## src/rtl/if_id_stage.sv

```systemverilog
// ---------------------------------------------------------------------------
// if_id_stage
//
// Fetch-to-decode pipeline stage of the LC-3b pipeline. Issues instruction
// memory reads at the current PC, captures the returned word together with
// its incremented PC in the IF/ID register, and drives the decode control
// ROM taps (opcode/ir11/ir5/ir4) straight from that register.
//
// Stalls are absorbed by a one-entry skid buffer: a word that returns while
// decode is held is parked there and handed to IF/ID when the stall drops.
// Flushes squash IF/ID, the skid buffer, and any fetch still in flight.
//
// Ports
//   clk           in   clock
//   rst           in   synchronous, active-high reset
//   fetch_pc      in   PC register value (address of the word being fetched)
//   imem_rdata    in   instruction memory read data
//   imem_resp     in   memory response, meaningful only while imem_read=1
//   stall         in   hazard unit: hold IF/ID contents
//   flush         in   taken branch/jump/trap: squash IF/ID and fetch
//   imem_read     out  read request, held until imem_resp
//   imem_address  out  equals fetch_pc
//   pc_advance    out  one-cycle pulse: PC register loads fetch_pc+PC_INC
//   id_valid      out  IF/ID holds a real instruction
//   id_ir         out  IF/ID instruction
//   id_pc         out  PC+PC_INC of id_ir
//   opcode        out  id_ir[15:12]
//   ir11/ir5/ir4  out  id_ir[11], id_ir[5], id_ir[4]
//
// Handshake: imem_read acts as "valid" for the request and imem_resp as its
// completion. The request is raised whenever the skid buffer is empty and is
// held, with imem_address stable from the PC register, until imem_resp is
// seen high in the same cycle; that cycle is the transfer. imem_resp in a
// cycle with imem_read low is not a transfer and is ignored.
// ---------------------------------------------------------------------------
module if_id_stage #(
  parameter int                 WIDTH    = 16,
  parameter int                 PC_INC   = 2,
  parameter logic [WIDTH-1:0]   NOP_WORD = 16'h0000
) (
  input  logic             clk,
  input  logic             rst,
  input  logic [WIDTH-1:0] fetch_pc,
  input  logic [WIDTH-1:0] imem_rdata,
  input  logic             imem_resp,
  input  logic             stall,
  input  logic             flush,
  output logic             imem_read,
  output logic [WIDTH-1:0] imem_address,
  output logic             pc_advance,
  output logic             id_valid,
  output logic [WIDTH-1:0] id_ir,
  output logic [WIDTH-1:0] id_pc,
  output logic [3:0]       opcode,
  output logic             ir11,
  output logic             ir5,
  output logic             ir4
);

  localparam logic [WIDTH-1:0] PC_INC_W = WIDTH'(PC_INC);

  // All architectural state of the stage, grouped so a checker can bind to
  // a single signal.
  typedef struct packed {
    logic             id_valid;
    logic [WIDTH-1:0] id_ir;
    logic [WIDTH-1:0] id_pc;
    logic             buf_valid;
    logic [WIDTH-1:0] buf_ir;
    logic [WIDTH-1:0] buf_pc;
    logic             discard;
  } stage_state_t;

  stage_state_t     state_q;
  stage_state_t     state_d;

  logic             accept;
  logic [WIDTH-1:0] cap_pc;

  // -------------------------------------------------------------------------
  // Request side
  // -------------------------------------------------------------------------
  // A full skid buffer means decode is still stalled on an instruction we
  // already hold, so there is nowhere to put another word: stop fetching.
  assign imem_read    = ~state_q.buf_valid;
  assign imem_address = fetch_pc;

  // A response is only taken when it belongs to the current (non-squashed)
  // request and no redirect is happening this very cycle.
  assign accept     = imem_read & imem_resp & ~state_q.discard & ~flush;
  assign pc_advance = accept;

  // Wraps modulo 2^WIDTH (0xFFFE + 2 -> 0x0000).
  assign cap_pc = fetch_pc + PC_INC_W;

  // -------------------------------------------------------------------------
  // Next-state logic, priority flush > stall > normal (rst handled in the
  // register process).
  // -------------------------------------------------------------------------
  always_comb begin
    state_d = state_q;

    if (flush) begin
      state_d.id_valid  = 1'b0;
      state_d.id_ir     = NOP_WORD;
      state_d.buf_valid = 1'b0;
      // A request still outstanding at the moment of the flush will return
      // a wrong-path word later; remember to throw it away. A response that
      // lands in the flush cycle itself completes the old request, so no
      // marker is needed for it.
      state_d.discard   = imem_read & ~imem_resp;
    end else begin
      // The squashed response finally arrived: it is dropped (accept is low
      // because discard is set) and the next request is a fresh one.
      if (state_q.discard && imem_read && imem_resp) begin
        state_d.discard = 1'b0;
      end

      if (stall) begin
        // IF/ID holds; a word arriving now is parked in the skid buffer.
        if (accept) begin
          state_d.buf_valid = 1'b1;
          state_d.buf_ir    = imem_rdata;
          state_d.buf_pc    = cap_pc;
        end
      end else if (state_q.buf_valid) begin
        // imem_read is low here, so no response can compete with the
        // buffered word.
        state_d.id_valid  = 1'b1;
        state_d.id_ir     = state_q.buf_ir;
        state_d.id_pc     = state_q.buf_pc;
        state_d.buf_valid = 1'b0;
      end else if (accept) begin
        state_d.id_valid = 1'b1;
        state_d.id_ir    = imem_rdata;
        state_d.id_pc    = cap_pc;
      end else begin
        // Nothing arrived: insert a bubble. id_pc is left as-is since it is
        // meaningless while id_valid is low.
        state_d.id_valid = 1'b0;
        state_d.id_ir    = NOP_WORD;
      end
    end
  end

  always_ff @(posedge clk) begin
    if (rst) begin
      state_q.id_valid  <= 1'b0;
      state_q.id_ir     <= NOP_WORD;
      state_q.id_pc     <= '0;
      state_q.buf_valid <= 1'b0;
      state_q.buf_ir    <= NOP_WORD;
      state_q.buf_pc    <= '0;
      state_q.discard   <= 1'b0;
    end else begin
      state_q <= state_d;
    end
  end

  // -------------------------------------------------------------------------
  // IF/ID outputs and decode taps. id_ir is forced to NOP_WORD whenever the
  // stage is empty, so the taps read a harmless BR-never pattern then.
  // -------------------------------------------------------------------------
  assign id_valid = state_q.id_valid;
  assign id_ir    = state_q.id_ir;
  assign id_pc    = state_q.id_pc;

  assign opcode   = state_q.id_ir[15:12];
  assign ir11     = state_q.id_ir[11];
  assign ir5      = state_q.id_ir[5];
  assign ir4      = state_q.id_ir[4];

endmodule
```

## config.mk

```make
export PLATFORM = sky130hd
export DESIGN_NAME = if_id_stage
export DESIGN_NICKNAME = d
export VERILOG_FILES = /design/src/rtl/if_id_stage.sv
export SDC_FILE = /design/constraint.sdc
export NUM_CORES = 1
export LEC_CHECK = 0
export CAP_MARGIN = 10
export CORE_MARGIN = 1
export CORE_UTILIZATION = 52
export DETAILED_ROUTE_END_ITERATION = 7
export GPL_ROUTABILITY_DRIVEN = 1
export HOLD_SLACK_MARGIN = 0.08
export PLACE_DENSITY = 0.95
export SLEW_MARGIN = 20
export SYNTH_ARGS = -nofsm -noshare
export SYNTH_HDL_FRONTEND = slang
export SYNTH_SLANG_ARGS = --single-unit
export TNS_END_PERCENT = 100
```

## constraint.sdc

```tcl
create_clock -name clk -period 3.3 [get_ports clk]
set_clock_uncertainty 0.2 [all_clocks]
set_input_delay 0.33 -clock clk [delete_from_list [all_inputs] [get_ports clk]]
set_output_delay 0.33 -clock clk [all_outputs]
set_load 0.02 [all_outputs]
```

==> metrics <==
total gr overflow 0; initial core utilization 53.6%; Die ar. 6880 µm²; Max-Cap Viols 0; DIE HEIGHT 82.9 µm; area of the multi-input gates 1510 µm²; CTS clk-pin slew, worst paths 70 ps; DRT iter0 DRCs 249; total wire length 8.35 mm; ys flop type dfxtp_1; R2R depth 4; I/O Pins 95; Leak Pwr 1.44 nW; Slew Limit Headroom 57.5%; Worst R2R End state_q[12]; Max Slew Vio Count 0; Vias/cell 5.95; element type at the critical path start primary input; FF+latch count, synth 67; Setup CP Type primary input to output port; hold depth 2; filler cell count 457; number of flops mapped to enable cells by yosys 0; worst min-delay path startpoint id_pc[7]; arrival time at the worst endpoint 2040 ps; Setup violations, final 0; Tcrit/Tclk final 77.9%; worst slew pin tran 636 ps; first-pass GRT wire length 13.7 mm; sequential share of the synthesized area 39.4%; GR Util All Layers 24.7%; post-synthesis cell type count 47; via count of the first global-routing pass 2944; final HPWL from detailed placement 5.78 mm; CP endpoint kind output port; WL per Instance 16.5 µm; antenna-violating nets left 0; register area 1340 µm²; largest net degree at the start of global routing 33; number of CTS-inserted buffers 9; Worst Hold Endpoint id_pc[7]; die width 82.9 µm; status finished clean; FP Rows 29; H-tree depth 3; DRC 0; layout cells sized above 1 10.3%; Fmax 389 MHz; clk buf depth 2; CTS hold repair buffers 0; CTS root buffer clkbuf_8; final hold vios 0; CP max FO 11; top-area cell type share of the netlist area 39.4%; Port Buf Inserts 94; Final nets 461; setup TNS 0 ps; setup bufs post-CTS 0; crit path time final 2570 ps; Synth area leaders dfxtp_1 (39%), buf_4 (12%), nand2_1 (5.2%), a221oi_1 (4.1%), a21oi_1 (3.5%); Post-CTS Resized 0; Commonest cells post-synth dfxtp_1 (67), buf_4 (55), nand2_1 (47); RSZ-0062 raised after global routing false; reg2reg setup slack 1160 ps; core area 6350 µm²; Post-synth ARST share 0%; Post-Syn Area 3410 µm²; Max rail drop VDD 407 µV; count leader, synth dfxtp_1; worst r2r src state_q[33]; Post-Syn Area per Cell 8.69 µm²; synthesis-to-layout area growth 23.7%; Synth area leader dfxtp_1; PnR Total Power 1.99 mW; Ys Warns 0; Hold Crit Class flip-flop to flip-flop; clk_lat worst skew 350 ps; Clock Sinks 67; initial antenna violation count 0; Req. time, crit path 2770 ps; antenna cells 0; DR vias 3006; PwrDens 472 nW/µm²; GPL Wtd Cong 0.896; First-pass DRT Iterations 5; Synthesized Nets 430; Synth Instances 392; CTS tree done
-- layout make-up --
type	instances	share of cell area, %
timing repair buffer	103	24.1
clock buffer	10	3.03
inverter	3	0.267
tap	77	2.29
multi-input combinational	239	35.8
sequential	67	31.8
clock inverter	6	2.67
-- through the flow --
step / worst slack (ps) / util (%) / hold slack, ps / cells / area [µm²]
2_1_floorplan: 1670 / - / 226 / 392 / 3410
3_3_place_gp: 805 / 62.5 / 242 / 489 / 3970
3_5_place_dp: 740 / 62.5 / 251 / 489 / 3970
4_1_cts: 739 / 66.3 / 261 / 505 / 4210
5_1_grt: 693 / 66.3 / 277 / 505 / 4210
6_report: 731 / 66.3 / 257 / 505 / 4210
-- per-layer routing --
metal  part of all wire [%]  wire [µm]  global-route usage [%]
met5                      0          0                       0
met1                     42       3490                    29.9
met3                    6.4        531                    4.67
met2                     49       4050                    41.5
met4                    3.2        264                    13.3
-- registers in the layout (all words and copies together), names as in the netlist --
signal,count
id_ir,16
id_pc,16
id_valid,1
state_q,34
-- how the worst max path moves through the flow --
| stage | startpoint | endpoint | slack [ps] | depth (start not counted) |
|---|---|---|---|---|
| after floorplan | state_q[33] | state_q[12] | 1670 | 6 |
| after global placement | flush | pc_advance | 810 | 4 |
| after detailed placement | flush | pc_advance | 740 | 4 |
| after CTS | flush | pc_advance | 740 | 4 |
| after global routing | flush | pc_advance | 690 | 4 |
| final | flush | pc_advance | 730 | 4 |
-- kinds of logic after synthesis --
family                     share of synthesized area (%)
and+or+nand+nor                                     21.4
xor gates and xnor gates                            2.83
muxes                                              0.882
buffers and inverters                               16.4
AOI/OAI and AO/OA                                   18.7
DFF                                                 39.4
adders and majority gates                          0.367
-- power breakdown --
group | internal, mW | switching (mW)
clock network | 0.505 | 0.322
logic | 0.140 | 0.164
registers | 0.840 | 0.0195
-- worst max-delay path: stages --
cell and delay [ps]:
clkdlybuf4s50_1 560, nor4b_4 300, buf_4 220, clkdlybuf4s50_1 620
-- cell usage in the layout, fill, tap and decap left out, types with 2 or more instances in the layout --
cell type	instances
clkbuf_8	9
a2111oi_0	2
a32oi_1	4
buf_4	8
nor3_1	20
mux2i_1	3
nor4_2	4
a221oi_1	16
nand2_1	47
dfxtp_1	67
o211ai_1	2
o21a_1	4
a211oi_1	5
nor2b_1	17
clkdlybuf4s50_1	93
bufinv_16	3
nor2_1	22
o21ai_1	4
o21ai_0	3
nand3_1	10
o22ai_1	2
a211oi_2	9
and3_1	3
nand4_1	6
o31a_1	2
xor2_1	4
nor4_1	2
xnor2_1	7
inv_1	3
a21oi_1	24
(Power assumes the default switching activity.)
